===== config.mk =====
export PLATFORM = sky130hd
export DESIGN_NAME = hazard_ctrl_flat
export DESIGN_NICKNAME = d
export VERILOG_FILES = /design/src/rtl/hazard_ctrl_pkg.sv /design/src/rtl/hazard_ctrl_if.sv /design/src/rtl/hazard_ctrl_hazard_match.sv /design/src/rtl/hazard_ctrl.sv /design/src/flat_wrapper.sv
export SDC_FILE = /design/constraint.sdc
export NUM_CORES = 1
export LEC_CHECK = 0
export BUFFER_PORTS_ARGS = -buffer_cell sky130_fd_sc_hd__buf_2
export CORE_MARGIN = 8
export CORE_UTILIZATION = 30
export DETAILED_ROUTE_END_ITERATION = 8
export GPL_ROUTABILITY_DRIVEN = 0
export GPL_TIMING_DRIVEN = 0
export PLACE_DENSITY = 0.54
export SYNTH_ARGS = -nofsm -noshare
export SYNTH_HDL_FRONTEND = slang
export SYNTH_SLANG_ARGS = --single-unit

===== constraint.sdc =====
create_clock -name clk -period 3 [get_ports clk]
set_input_delay 0.6 -clock clk [delete_from_list [all_inputs] [get_ports clk]]
set_output_delay 0.6 -clock clk [all_outputs]
set_load 0.02 [all_outputs]

===== src/rtl/hazard_ctrl_pkg.sv =====
// Shared types for the pipeline hazard controller: forwarding-select
// encodings, FSM state enum and register-address width.
package hazard_ctrl_pkg;

   localparam int REG_ADDR_WIDTH = 5;
   localparam int FWD_SEL_WIDTH  = 2;

   localparam logic [FWD_SEL_WIDTH-1:0] FWD_REG = 2'd0;
   localparam logic [FWD_SEL_WIDTH-1:0] FWD_MEM = 2'd1;
   localparam logic [FWD_SEL_WIDTH-1:0] FWD_WB  = 2'd2;

   typedef enum logic {
      RUN     = 1'b0,
      MC_WAIT = 1'b1
   } mc_state_e;

   // The younger producer (MEM) holds the newer value, so it wins over WB.
   function automatic logic [FWD_SEL_WIDTH-1:0] fwd_pick(input logic mem_hit, input logic wb_hit);
      if (mem_hit)
         return FWD_MEM;
      else if (wb_hit)
         return FWD_WB;
      else
         return FWD_REG;
   endfunction

endpackage


===== src/rtl/hazard_ctrl_if.sv =====
// Pipeline-side bundle of the hazard controller: register addresses and
// enables from ID/EXE/MEM/WB in, forwarding selects and stall/flush controls out.
interface hazard_ctrl_if ();
   import hazard_ctrl_pkg::*;

   logic [REG_ADDR_WIDTH-1:0] rs1_addr_id;
   logic [REG_ADDR_WIDTH-1:0] rs2_addr_id;
   logic                      rs1_used_id;
   logic                      rs2_used_id;
   logic [REG_ADDR_WIDTH-1:0] rs1_addr_exe;
   logic [REG_ADDR_WIDTH-1:0] rs2_addr_exe;
   logic [REG_ADDR_WIDTH-1:0] rd_addr_exe;
   logic [REG_ADDR_WIDTH-1:0] rd_addr_mem;
   logic [REG_ADDR_WIDTH-1:0] rd_addr_wb;
   logic                      rd_wen_exe;
   logic                      rd_wen_mem;
   logic                      rd_wen_wb;
   logic                      mem_read_exe;
   logic                      branch_taken_exe;
   logic                      mc_start;
   logic                      mc_done;

   logic [FWD_SEL_WIDTH-1:0]  fwd_a_sel;
   logic [FWD_SEL_WIDTH-1:0]  fwd_b_sel;
   logic                      stall_if;
   logic                      stall_id;
   logic                      stall_exe;
   logic                      flush_if_id;
   logic                      flush_id_exe;
   logic                      flush_exe_mem;
   logic                      mc_busy;
   logic                      mc_err;

   modport master (
      output rs1_addr_id, rs2_addr_id, rs1_used_id, rs2_used_id,
             rs1_addr_exe, rs2_addr_exe, rd_addr_exe, rd_addr_mem, rd_addr_wb,
             rd_wen_exe, rd_wen_mem, rd_wen_wb, mem_read_exe, branch_taken_exe,
             mc_start, mc_done,
      input  fwd_a_sel, fwd_b_sel, stall_if, stall_id, stall_exe,
             flush_if_id, flush_id_exe, flush_exe_mem, mc_busy, mc_err
   );

   modport slave (
      input  rs1_addr_id, rs2_addr_id, rs1_used_id, rs2_used_id,
             rs1_addr_exe, rs2_addr_exe, rd_addr_exe, rd_addr_mem, rd_addr_wb,
             rd_wen_exe, rd_wen_mem, rd_wen_wb, mem_read_exe, branch_taken_exe,
             mc_start, mc_done,
      output fwd_a_sel, fwd_b_sel, stall_if, stall_id, stall_exe,
             flush_if_id, flush_id_exe, flush_exe_mem, mc_busy, mc_err
   );

endinterface


===== src/rtl/hazard_ctrl_hazard_match.sv =====
// One producer/consumer register compare; x0 and unused sources never match.
module hazard_match
   import hazard_ctrl_pkg::*;
(
   input  logic [REG_ADDR_WIDTH-1:0] rd_addr,
   input  logic                      rd_wen,
   input  logic [REG_ADDR_WIDTH-1:0] rs_addr,
   input  logic                      rs_used,
   output logic                      hit
);

   assign hit = rd_wen && rs_used && (rd_addr != '0) && (rd_addr == rs_addr);

endmodule


===== src/rtl/hazard_ctrl.sv =====
// Pipeline hazard/stall controller: forwarding selects, load-use and branch
// handling, multi-cycle EXE wait FSM with timeout, stall counter.
// Build option: HAZARD_FWD_EN (undefined = interlock instead of forwarding).
module hazard_ctrl
   import hazard_ctrl_pkg::*;
#(
   parameter int MC_TIMEOUT = 64,
   parameter int CNT_WIDTH  = 32
) (
   input  logic                 clk,
   input  logic                 rst,
   hazard_ctrl_if.slave         hz,
   output logic [CNT_WIDTH-1:0] perf_stall_cnt
);

   localparam int              TO_W    = $clog2(MC_TIMEOUT + 1);
   localparam logic [TO_W-1:0] TO_LAST = TO_W'(MC_TIMEOUT - 1);

   mc_state_e                 state_reg, state_next;
   logic [TO_W-1:0]           to_cnt_reg, to_cnt_next;
   logic [CNT_WIDTH-1:0]      perf_cnt_reg;

   logic [REG_ADDR_WIDTH-1:0] id_rs  [2];
   logic [REG_ADDR_WIDTH-1:0] exe_rs [2];
   logic [REG_ADDR_WIDTH-1:0] stg_rd [3];
   logic [1:0]                id_used;
   logic [2:0]                stg_wen;
   logic [5:0]                id_hit;   // [src*3 + stage], stage 0=EXE 1=MEM 2=WB
   logic [3:0]                exe_hit;  // [src*2 + stage], stage 0=MEM 1=WB

   logic                      data_hazard;
   logic                      mc_hold;
   logic                      mc_err_next;
   logic [FWD_SEL_WIDTH-1:0]  fwd_a, fwd_b;

   assign id_rs[0]   = hz.rs1_addr_id;
   assign id_rs[1]   = hz.rs2_addr_id;
   assign id_used    = {hz.rs2_used_id, hz.rs1_used_id};
   assign exe_rs[0]  = hz.rs1_addr_exe;
   assign exe_rs[1]  = hz.rs2_addr_exe;
   assign stg_rd[0]  = hz.rd_addr_exe;
   assign stg_rd[1]  = hz.rd_addr_mem;
   assign stg_rd[2]  = hz.rd_addr_wb;
   assign stg_wen    = {hz.rd_wen_wb, hz.rd_wen_mem, hz.rd_wen_exe};

   genvar gi, gj;
   generate
      for (gi = 0; gi < 2; gi++) begin : g_src
         for (gj = 0; gj < 3; gj++) begin : g_id
            hazard_match u_id (
               .rd_addr (stg_rd[gj]),
               .rd_wen  (stg_wen[gj]),
               .rs_addr (id_rs[gi]),
               .rs_used (id_used[gi]),
               .hit     (id_hit[gi*3 + gj])
            );
         end
         // EXE operands are always read, so the used flag is tied high.
         for (gj = 0; gj < 2; gj++) begin : g_fwd
            hazard_match u_fwd (
               .rd_addr (stg_rd[gj+1]),
               .rd_wen  (stg_wen[gj+1]),
               .rs_addr (exe_rs[gi]),
               .rs_used (1'b1),
               .hit     (exe_hit[gi*2 + gj])
            );
         end
      end
   endgenerate

`ifdef HAZARD_FWD_EN
   logic unused_fwd_bits;
   assign unused_fwd_bits = ^{id_hit[5:4], id_hit[2:1]};
   assign fwd_a       = fwd_pick(exe_hit[0], exe_hit[1]);
   assign fwd_b       = fwd_pick(exe_hit[2], exe_hit[3]);
   assign data_hazard = hz.mem_read_exe && (id_hit[0] || id_hit[3]);
`else
   // Without bypass paths the consumer waits in ID until the producer retires.
   logic unused_fwd_bits;
   assign unused_fwd_bits = ^{exe_hit, hz.mem_read_exe};
   assign fwd_a       = FWD_REG;
   assign fwd_b       = FWD_REG;
   assign data_hazard = |id_hit;
`endif

   always_comb begin
      state_next  = state_reg;
      to_cnt_next = to_cnt_reg;
      mc_hold     = 1'b0;
      mc_err_next = 1'b0;
      case (state_reg)
         RUN: begin
            if (hz.mc_start && !hz.branch_taken_exe) begin
               state_next  = MC_WAIT;
               to_cnt_next = '0;
            end
         end
         MC_WAIT: begin
            if (hz.mc_done) begin
               state_next = RUN;
            end else if (to_cnt_reg == TO_LAST) begin
               mc_err_next = 1'b1;
               state_next  = RUN;
            end else begin
               mc_hold     = 1'b1;
               to_cnt_next = to_cnt_reg + TO_W'(1);
            end
         end
         default: state_next = RUN;
      endcase
   end

   always_comb begin
      hz.stall_if      = 1'b0;
      hz.stall_id      = 1'b0;
      hz.stall_exe     = 1'b0;
      hz.flush_if_id   = 1'b0;
      hz.flush_id_exe  = 1'b0;
      hz.flush_exe_mem = 1'b0;
      if (mc_hold) begin
         hz.stall_if      = 1'b1;
         hz.stall_id      = 1'b1;
         hz.stall_exe     = 1'b1;
         hz.flush_exe_mem = 1'b1;
      end else if (hz.branch_taken_exe) begin
         hz.flush_if_id  = 1'b1;
         hz.flush_id_exe = 1'b1;
      end else if (data_hazard) begin
         hz.stall_if     = 1'b1;
         hz.stall_id     = 1'b1;
         hz.flush_id_exe = 1'b1;
      end
   end

   assign hz.fwd_a_sel = fwd_a;
   assign hz.fwd_b_sel = fwd_b;
   assign hz.mc_busy   = mc_hold;
   assign hz.mc_err    = mc_err_next;
   assign perf_stall_cnt = perf_cnt_reg;

   always_ff @(posedge clk) begin
      if (rst) begin
         state_reg    <= RUN;
         to_cnt_reg   <= '0;
         perf_cnt_reg <= '0;
      end else begin
         state_reg  <= state_next;
         to_cnt_reg <= to_cnt_next;
         if (hz.stall_if && (perf_cnt_reg != '1))
            perf_cnt_reg <= perf_cnt_reg + CNT_WIDTH'(1);
      end
   end

endmodule


===== src/flat_wrapper.sv =====
// flat-port wrapper written by rule: the top's interface ports become plain ports
module hazard_ctrl_flat import hazard_ctrl_pkg::*;
#(
   parameter int MC_TIMEOUT = 64,
   parameter int CNT_WIDTH  = 32
)
  (clk, rst, perf_stall_cnt, hz_rs1_addr_id, hz_rs2_addr_id, hz_rs1_used_id, hz_rs2_used_id, hz_rs1_addr_exe, hz_rs2_addr_exe, hz_rd_addr_exe, hz_rd_addr_mem, hz_rd_addr_wb, hz_rd_wen_exe, hz_rd_wen_mem, hz_rd_wen_wb, hz_mem_read_exe, hz_branch_taken_exe, hz_mc_start, hz_mc_done, hz_fwd_a_sel, hz_fwd_b_sel, hz_stall_if, hz_stall_id, hz_stall_exe, hz_flush_if_id, hz_flush_id_exe, hz_flush_exe_mem, hz_mc_busy, hz_mc_err);
  hazard_ctrl_if hz_i ();
  input  logic clk;
  input  logic rst;
  output logic [CNT_WIDTH-1:0] perf_stall_cnt;
  input wire logic [$bits(hz_i.rs1_addr_id)-1:0] hz_rs1_addr_id;
  input wire logic [$bits(hz_i.rs2_addr_id)-1:0] hz_rs2_addr_id;
  input wire logic [$bits(hz_i.rs1_used_id)-1:0] hz_rs1_used_id;
  input wire logic [$bits(hz_i.rs2_used_id)-1:0] hz_rs2_used_id;
  input wire logic [$bits(hz_i.rs1_addr_exe)-1:0] hz_rs1_addr_exe;
  input wire logic [$bits(hz_i.rs2_addr_exe)-1:0] hz_rs2_addr_exe;
  input wire logic [$bits(hz_i.rd_addr_exe)-1:0] hz_rd_addr_exe;
  input wire logic [$bits(hz_i.rd_addr_mem)-1:0] hz_rd_addr_mem;
  input wire logic [$bits(hz_i.rd_addr_wb)-1:0] hz_rd_addr_wb;
  input wire logic [$bits(hz_i.rd_wen_exe)-1:0] hz_rd_wen_exe;
  input wire logic [$bits(hz_i.rd_wen_mem)-1:0] hz_rd_wen_mem;
  input wire logic [$bits(hz_i.rd_wen_wb)-1:0] hz_rd_wen_wb;
  input wire logic [$bits(hz_i.mem_read_exe)-1:0] hz_mem_read_exe;
  input wire logic [$bits(hz_i.branch_taken_exe)-1:0] hz_branch_taken_exe;
  input wire logic [$bits(hz_i.mc_start)-1:0] hz_mc_start;
  input wire logic [$bits(hz_i.mc_done)-1:0] hz_mc_done;
  output wire logic [$bits(hz_i.fwd_a_sel)-1:0] hz_fwd_a_sel;
  output wire logic [$bits(hz_i.fwd_b_sel)-1:0] hz_fwd_b_sel;
  output wire logic [$bits(hz_i.stall_if)-1:0] hz_stall_if;
  output wire logic [$bits(hz_i.stall_id)-1:0] hz_stall_id;
  output wire logic [$bits(hz_i.stall_exe)-1:0] hz_stall_exe;
  output wire logic [$bits(hz_i.flush_if_id)-1:0] hz_flush_if_id;
  output wire logic [$bits(hz_i.flush_id_exe)-1:0] hz_flush_id_exe;
  output wire logic [$bits(hz_i.flush_exe_mem)-1:0] hz_flush_exe_mem;
  output wire logic [$bits(hz_i.mc_busy)-1:0] hz_mc_busy;
  output wire logic [$bits(hz_i.mc_err)-1:0] hz_mc_err;
  assign hz_i.rs1_addr_id = hz_rs1_addr_id;
  assign hz_i.rs2_addr_id = hz_rs2_addr_id;
  assign hz_i.rs1_used_id = hz_rs1_used_id;
  assign hz_i.rs2_used_id = hz_rs2_used_id;
  assign hz_i.rs1_addr_exe = hz_rs1_addr_exe;
  assign hz_i.rs2_addr_exe = hz_rs2_addr_exe;
  assign hz_i.rd_addr_exe = hz_rd_addr_exe;
  assign hz_i.rd_addr_mem = hz_rd_addr_mem;
  assign hz_i.rd_addr_wb = hz_rd_addr_wb;
  assign hz_i.rd_wen_exe = hz_rd_wen_exe;
  assign hz_i.rd_wen_mem = hz_rd_wen_mem;
  assign hz_i.rd_wen_wb = hz_rd_wen_wb;
  assign hz_i.mem_read_exe = hz_mem_read_exe;
  assign hz_i.branch_taken_exe = hz_branch_taken_exe;
  assign hz_i.mc_start = hz_mc_start;
  assign hz_i.mc_done = hz_mc_done;
  assign hz_fwd_a_sel = hz_i.fwd_a_sel;
  assign hz_fwd_b_sel = hz_i.fwd_b_sel;
  assign hz_stall_if = hz_i.stall_if;
  assign hz_stall_id = hz_i.stall_id;
  assign hz_stall_exe = hz_i.stall_exe;
  assign hz_flush_if_id = hz_i.flush_if_id;
  assign hz_flush_id_exe = hz_i.flush_id_exe;
  assign hz_flush_exe_mem = hz_i.flush_exe_mem;
  assign hz_mc_busy = hz_i.mc_busy;
  assign hz_mc_err = hz_i.mc_err;
  hazard_ctrl #(.MC_TIMEOUT(MC_TIMEOUT), .CNT_WIDTH(CNT_WIDTH)) u_core (.clk(clk), .rst(rst), .hz(hz_i), .perf_stall_cnt(perf_stall_cnt));
endmodule

=== Word-level counts from Yosys, hierarchy flattened ===
Index checks and enable logic that the tools add are counted.

* ROM bits: 0
* Word-level logic and storage cells: 63
* Memory bits (writable): 0
* Memories: 0
* Bits in registers: 40
* Output and inout bits: 44
* Bits in latches: 0
* Input port bits: 46

* Divide/modulo/power cells: 0
* $lt $le $gt $ge: 0
* Multipliers: 0
* Shift operators: 0
* Add/subtract/negate cells: 2
* Bitwise gates (word level): 1
* Reduce and logical (&&, ||, !) cells: 26
* Multiplexer cells: 20
* Equal/unequal tests: 11

{| class="wikitable"
|+ Operator list
! operator !! number
|-
| $add A32 B1 Y32 const B || 1
|-
| $ne A32 B32 Y1 const B || 1
|-
| $eq A5 B5 Y1 || 6
|-
| $mux W7 || 3
|-
| $logic_and A1 B1 Y1 || 20
|-
| $mux W1 || 15
|-
| $reduce_bool A5 Y1 || 3
|-
| $pmux W7 S2 || 1
|-
| $add A7 B1 Y7 const B || 1
|-
| $eq A7 B6 Y1 const B || 1
|-
| $reduce_or A6 Y1 || 1
|-
| $ne A2 B2 Y1 const B || 2
|-
| $reduce_and A3 Y1 || 1
|-
| $ne A2 B1 Y1 const B || 1
|-
| $pmux W1 S2 || 1
|-
| $logic_not A1 Y1 || 1
|-
| $not A1 Y1 || 1
|}

=== Longest topological paths before layout ===
Gate-level depths: netlist of run 1.

* Depth after elaboration: 8
* Mapped depth: 12
* Depth with buffers taken out: 9

=== Hierarchy ===
Synthesis of run 1 repeated with hierarchy kept, for this count alone.

* Cell total of the unflattened synthesis: 328
* Area, all modules: 2676.3 um2

{| class="wikitable"
|+ By module, submodules not included
! module !! instances !! cells an instance !! area an instance (um2) !! seq. area each (um2)
|-
| hazard_ctrl || 1 || 268 || 2218.4 || 800.8
|-
| hazard_match || 6 || 10 || 76.3 || 0.0
|}

=== Worst setup path before layout of run 1 ===
Ideal clock, no wire load.

* Kind: input to output
* From: in hz_rd_addr_wb[0]
* To: out hz_stall_if
* Cell stages on the path: 6
* Arrival: 1.963 ns
* Setup slack: 0.437 ns
* Path through: or4_1 -> o21ai_0 -> o22ai_2 -> o21bai_1 -> nand2_1 -> buf_4

* Word-level cells in the longest chain between the ends: 7
* Elaborated cells between the ends (all ways): 11
* Those cells by class: eq/ne (2); mux (3); reduce/logical (6)

{| class="wikitable"
|+ Ends and longest elaborated chain
! item !! RTL line !! source
|-
| start: declaration || flat_wrapper.sv:20 || <nowiki>input wire logic [$bits(hz_i.rd_addr_wb)-1:0] hz_rd_addr_wb;</nowiki>
|-
| $reduce_bool A5 Y1 || hazard_ctrl_hazard_match.sv:12 || <nowiki>assign hit = rd_wen && rs_used && (rd_addr != '0) && (rd_addr == rs_addr);</nowiki>
|-
| $logic_and A1 B1 Y1 (2 in series) || hazard_ctrl_hazard_match.sv:12 ||
|-
| $reduce_or A6 Y1 (*) || hazard_ctrl.sv:83 || <nowiki>assign data_hazard = |id_hit;</nowiki>
|-
| $mux W1 (*) (3 in series) || -- ||
|-
| end: declaration || flat_wrapper.sv:30 || <nowiki>output wire logic [$bits(hz_i.stall_if)-1:0] hz_stall_if;</nowiki>
|}

Mark *: on every way between the ends. The rest lies on a longest branch, timed or not.

=== Final worst setup path of run 1 ===
* From: in hz_rd_addr_wb[0]
* To: out hz_stall_if

* Word-level cells in the longest chain between the ends: 7
* Elaborated cells between the ends (all ways): 11
* Those cells by class: eq/ne (2); mux (3); reduce/logical (6)

{| class="wikitable"
|+ Ends and longest elaborated chain
! item !! RTL line !! source
|-
| $reduce_bool A5 Y1 || hazard_ctrl_hazard_match.sv:12 ||
|-
| $logic_and A1 B1 Y1 (2 in series) || hazard_ctrl_hazard_match.sv:12 ||
|-
| $reduce_or A6 Y1 (*) || hazard_ctrl.sv:83 ||
|-
| $mux W1 (*) || hazard_ctrl.sv:128 || <nowiki>end else if (data_hazard) begin</nowiki>
|-
| $mux W1 (*) || hazard_ctrl.sv:125 || <nowiki>end else if (hz.branch_taken_exe) begin</nowiki>
|-
| $mux W1 (*) || hazard_ctrl.sv:120 || <nowiki>if (mc_hold) begin</nowiki>
|}

Marks and branches as above.

==> results of run 1 <==
## power groups by stage
stage	clock (uW)	sequential [uW]	combinational, uW
6_report	487	535	155
4_1_cts	503	535	157
3_5_place_dp	0	548	156
2_1_floorplan	0	548	89.6
3_3_place_gp	0	548	154
5_1_grt	523	536	170
## worst paths after layout
path	startpoint	end	slack, ns	cells after the start
max	hz_rd_addr_wb[0]	hz_stall_if	0.12	8
min	u_core.to_cnt_reg[1]$_SDFFE_PP0P_	u_core.to_cnt_reg[1]$_SDFFE_PP0P_	0.47	2
max reg2reg	u_core.to_cnt_reg[0]$_SDFFE_PP0P_	u_core.perf_stall_cnt[21]$_SDFFE_PP0P_	0.47	11
min reg2reg	u_core.to_cnt_reg[1]$_SDFFE_PP0P_	u_core.to_cnt_reg[1]$_SDFFE_PP0P_	0.47	2
## final cells by class
type	instances	area [sq um]
multi-input cells	255	1590
plain buffers	20	123
fillers	878	5010
repair buffers	74	370
clock inverters	1	30.0
inverters	6	22.5
clock buffers	7	96.3
flip-flops and latches	40	801
well taps	105	131
## critical path, delay by kind of cell
family / cells / cell delay (ns)
AOI/OAI and AO/OA: 3 / 0.65
and+or+nand+nor: 2 / 0.61
buffers and inverters: 3 / 0.41
## cell usage in the layout (no fill, tap or decap), drive strengths merged, types with 2 or more instances in the layout
| cell | count |
|---|---|
| buf | 86 |
| dfxtp | 40 |
| a21oi | 29 |
| nor2 | 25 |
| nand2 | 23 |
| xor2 | 21 |
| o21ai | 19 |
| nand4 | 16 |
| or3 | 16 |
| xnor2 | 15 |
| clkbuf | 15 |
| nand3 | 10 |
| or4 | 8 |
| nor2b | 8 |
| nor4 | 8 |
| mux2 | 7 |
| inv | 6 |
| and2 | 6 |
| o31ai | 6 |
| or2 | 6 |
| nor3 | 5 |
| and3 | 5 |
| conb | 4 |
| nand2b | 2 |
| a32oi | 2 |
| nor3b | 2 |
| ha | 2 |
| o22ai | 2 |
| nor4b | 2 |
## per-stage QoR
| step | power (uW) | utilization (%) |
|---|---|---|
| floorplan | 638 | - |
| global placement | 702 | 37.2 |
| finish | 1180 | 38.7 |
| CTS | 1190 | 38.7 |
| global route | 1230 | 38.7 |
| detailed placement | 704 | 37.2 |
## cells by family (layout without fill, tap and decap cells)
| group | Yosys count | after routing | share of synthesized area, % |
|---|---|---|---|
| XOR/XNOR | 36 | 36 | 12.5 |
| AO/OA/AOI/OAI | 62 | 62 | 14.2 |
| other | 1 | 4 | 0.149 |
| adder cells (fa/ha/maj) | 2 | 2 | 0.991 |
| multiplexers | 8 | 8 | 3.52 |
| flip-flops | 40 | 40 | 31.7 |
| AND/OR/NAND/NOR | 143 | 143 | 31.2 |
| buffers and inverters | 26 | 108 | 5.75 |
## layer usage
layer | wire length, um | vias up
met5 | 0 | -
li1 | - | 1295
met3 | 355 | 5
met1 | 3100 | 1198
met2 | 3830 | 56
met4 | 57 | 0
==> flow_metrics.tcl, run 1 <==
set metrics [dict create \
    outcome "finished clean" \
    postCtsHoldBufs 0 \
    wl_per_cell_um 14.4 \
    place_hpwl_mm 5.81 \
    yosysMostFrequentCell "dfxtp_1" \
    numCtsBuffers 5 \
    overflow 0 \
    rsz0062_at_grt "no" \
    cp-end-kind "output port" \
    cp_slowest_cell "or4_1" \
    ys_seq_area_share_pct 31.7 \
    wirelength_mm 7.34 \
    dp.cells 500 \
    max_freq_mhz 348 \
    p_sw_uw 286 \
    post_route_cells_drive_above_1_share_pct 25.8 \
    p_leak_uw 0.00125 \
    coreArea_sq_um 8180 \
    largest_reg_flops 32 \
    yosys_register_bits 40 \
    power_frac_clock_pct 41.4 \
    path_cells "buf_2 > or4_1 > o21ai_0 > o22ai_2 > o21bai_1 > nand2_1 > buf_4 > buf_2" \
    avgSynthCellArea_sq_um 7.94 \
    cp.required_ns 2.40 \
    drv_slew 0 \
    grt_busiest_layer "met2" \
    crit_path_max_incr_delay_ns 0.50 \
    synth.distinct_cells 44 \
    synth_flop_cell "dfxtp_1" \
    clock_latency_ns 0.29 \
    rows 33 \
    final_cells 508 \
    fin_crit_sh_pct 95.8 \
    grt_max_degree 13 \
    use_met3_pct 2.57 \
    cts-htree-levels 2 \
    crit_arrival_ns 2.28 \
    ios 90 \
    start_util_pct 30.9 \
    relSlewSlack_pct 62.6 \
    fin_setup_tns_ns 0 \
    first_pass_iters 4 \
    antenna_found_initial 0 \
    grt_pass1_wl_mm 12.0 \
    ir_drop_mv 0.174 \
    hold_viol_final 0 \
    drtIter0Drc 101 \
    fp.dieW_um 108 \
    critical_path.max_fanout 4 \
    nets 450 \
    p_seq_share_pct 45.5 \
    yosys-top-cells-area "dfxtp_1 (32%), xor2_1 (7.3%), a21oi_1 (5.7%)" \
    preCtsSetupSlack_ns 0.143 \
    synth_edf_count 0 \
    async_reset_ff_share_pct 0 \
    synth_warnings 0 \
    first_global_vias 2500 \
    cts_tree "yes" \
    drt.antenna.violating_nets 0 \
    synth_top_area_share_pct 31.7 \
    grtUsageMet2_pct 23.0 \
    worstSetupStartpointType "input pin" \
    post-synth-top-area-cell "dfxtp_1" \
    io_buffer_count 74 \
    hold_class "flip-flop to flip-flop" \
    finish.instance_area_sq_um 3160 \
    power_density_nw_per_um2 372 \
    via_per_inst 5.03 \
    clkSinkCount 40 \
    postCtsSetupRepairBufs 0 \
    drv_cap 0 \
    die-area_sq_um 11600 \
    synthesis.instances 318 \
    path_clk_slew_ns 0.07 \
    cts-root-buf "clkbuf_8" \
    critPathKind "input pin to output port" \
    postLayoutSetupSlackWorst_ns 0.125 \
    use_met1_pct 14.5 \
    internal_power_uw 891 \
    combPwrFrac_pct 13.1 \
    fin_hold_ws_ns 0.473 \
    netlist_area_sq_um 2520 \
    tightestPinTransition_ns 0.559 \
    ctsResizeCount 0 \
    die_h_um 108 \
    min_period_ns 2.88 \
    antenna_cells 0 \
    cts_max_path_buffers 2 \
    area_growth_pct 25.3 \
    switching_share_pct 24.3 \
    placed_cell_area_sq_um 3040 \
    track_usage_pct 12.6 \
    synth_common_cells "dfxtp_1 (40), a21oi_1 (29), nor2_1 (25)" \
    drc 0 \
    fin_skew_ns 0.00766 \
    crit_top_cell "buf_2" \
    vias 2554 \
    final-setup-viol-count 0 \
]
Note: power is estimated with default switching activity, not from simulation.
==> run 2: changes to the inputs <==
Settings changed: GPL_TIMING_DRIVEN 0 to default.
==> run 2 against run 1 <==
Count of clock-buffer cells in the layout shrank 2; cell count shrank 3.7%; non-clock buffer count shrank 16; flip-flop and latch count is the same; worst setup slack gained 0.089 ns; first-iteration DRC count shrank 25%; sequential share of layout area grew 1.3 points; via count shrank 2.7%; global-route usage shrank 0.27 points; largest cell class unchanged; register-to-register slack lost 0.03 ns; clock skew shrank 0.00076 ns.
==> flow_metrics.tcl, run 2 (synthesis gave the netlist of run 1 again) <==
set metrics [dict create \
    die-area_sq_um 11600 \
    r2r_setup_slack_ns 0.44 \
    hold_class "flip-flop to flip-flop" \
    finish.instance_area_sq_um 3010 \
    die_h_um 108 \
    internal_power_uw 740 \
    first_pass_iters 4 \
    antenna_cells 0 \
    preCtsSetupSlack_ns 0.212 \
    via_per_inst 5.08 \
    combPwrFrac_pct 14.2 \
    vias 2485 \
    coreArea_sq_um 8180 \
    fin_hold_ws_ns 0.487 \
    cts-root-buf "clkbuf_8" \
    critPathKind "input pin to output port" \
    postCtsSetupRepairBufs 0 \
    cts_max_path_buffers 2 \
    cts-htree-levels 2 \
    wirelength_mm 7.08 \
    path_cells "buf_2 > or4_1 > o21ai_0 > o22ai_2 > o21bai_1 > nand2_1 > buf_2" \
    holdCritStartpoint "u_core.to_cnt_reg[1]$_SDFFE_PP0P_" \
    post_route_cells_drive_above_1_share_pct 24.2 \
    drc 0 \
    drt.antenna.violating_nets 0 \
    tightestPinTransition_ns 0.596 \
    area_growth_pct 19.4 \
    worstSetupStartpointType "input pin" \
    crit_arrival_ns 2.19 \
    clock_latency_ns 0.28 \
    critical_path.max_fanout 4 \
    min_period_ns 2.79 \
    rsz0062_at_grt "no" \
    place_hpwl_mm 5.56 \
    antenna_found_initial 0 \
    cts_tree "yes" \
    layout_commonest_cell "buf_2" \
    start_util_pct 30.9 \
    grtUsageMet2_pct 22.0 \
    fin_skew_ns 0.00691 \
    fp.dieW_um 108 \
    switching_share_pct 26.8 \
    holdPathEnd "u_core.to_cnt_reg[1]$_SDFFE_PP0P_" \
    p_leak_uw 0.00117 \
    relSlewSlack_pct 60.3 \
    track_usage_pct 12.3 \
    drv_slew 0 \
    drv_cap 0 \
    largest_reg_flops 32 \
    final-setup-viol-count 0 \
    overflow 0 \
    wl_per_cell_um 14.5 \
    use_met3_pct 3.71 \
    cp_slowest_cell "or4_1" \
    drtIter0Drc 76 \
    postCtsHoldBufs 0 \
    layout_common_cells "buf_2 (74), dfxtp_1 (40), a21oi_1 (29)" \
    io_buffer_count 74 \
    power_density_nw_per_um2 335 \
    path_clk_slew_ns 0.08 \
    max_freq_mhz 359 \
    p_seq_share_pct 53.0 \
    postLayoutSetupSlackWorst_ns 0.214 \
    p_total_uw 1010 \
    rr_endpoint "u_core.perf_stall_cnt[0]$_SDFFE_PP0P_" \
    cp-end-kind "output port" \
    grt_max_degree 33 \
    clkSinkCount 40 \
    cp.required_ns 2.40 \
    use_met1_pct 13.9 \
    hold_depth 2 \
    grt_busiest_layer "met2" \
    rr_worst_depth 10 \
    fin_crit_sh_pct 92.9 \
    reg2reg_from "u_core.to_cnt_reg[0]$_SDFFE_PP0P_" \
    grt_pass1_wl_mm 11.8 \
    hold_viol_final 0 \
    numCtsBuffers 5 \
    ctsResizeCount 0 \
    fin_setup_tns_ns 0 \
    placed_cell_area_sq_um 2950 \
    crit_top_cell "buf_2" \
    first_global_vias 2448 \
    nets 434 \
    crit_path_max_incr_delay_ns 0.50 \
    rows 33 \
    outcome "finished clean" \
    p_sw_uw 270 \
    power_frac_clock_pct 32.8 \
    ir_drop_mv 0.177 \
    ios 90 \
]
## run 2: layer usage
| layer | vias up | wire (um) |
|---|---|---|
| met2 | 45 | 3640 |
| met3 | 4 | 340 |
| met4 | 0 | 39 |
| met5 | - | 0 |
| met1 | 1168 | 3070 |
| li1 | 1268 | - |
## run 2: worst max-delay path by stage
stage / from / endpoint / slack, ns
floorplan: hz_rd_addr_wb[0] / hz_stall_if / 0.44
global placement: hz_rd_addr_wb[0] / hz_stall_id / 0.22
detailed placement: hz_rd_addr_wb[0] / hz_stall_if / 0.21
CTS: hz_rd_addr_wb[0] / hz_stall_if / 0.21
global route: hz_rd_addr_exe[0] / hz_stall_if / 0.09
finish: hz_rd_addr_exe[0] / hz_stall_if / 0.21
## run 2: layout make-up
class	count	area, sq um
inverter	6	22.5
sequential	40	801
tap	105	131
clock buffer	5	68.8
timing repair buffer	78	400
multi-input combinational	255	1590
fill	898	5160
## run 2: power groups by stage
stage / registers (uW) / logic, uW / clock network, uW
2_1_floorplan: 548 / 89.6 / 0
3_3_place_gp: 548 / 140 / 0
3_5_place_dp: 548 / 144 / 0
4_1_cts: 535 / 144 / 344
5_1_grt: 536 / 157 / 370
6_report: 535 / 144 / 331
## run 2: per-stage QoR
| step | std cells | utilization [%] |
|---|---|---|
| floorplan | 321 | - |
| global placement | 484 | 36.0 |
| detailed placement | 484 | 36.0 |
| CTS | 489 | 36.9 |
| global route | 489 | 36.9 |
| finish | 489 | 36.9 |
## run 2: worst max-delay path: cells and delay by family
kind	cells	cell delay, ns
compound gates	3	0.68
buf+inv	2	0.29
simple gates	2	0.60
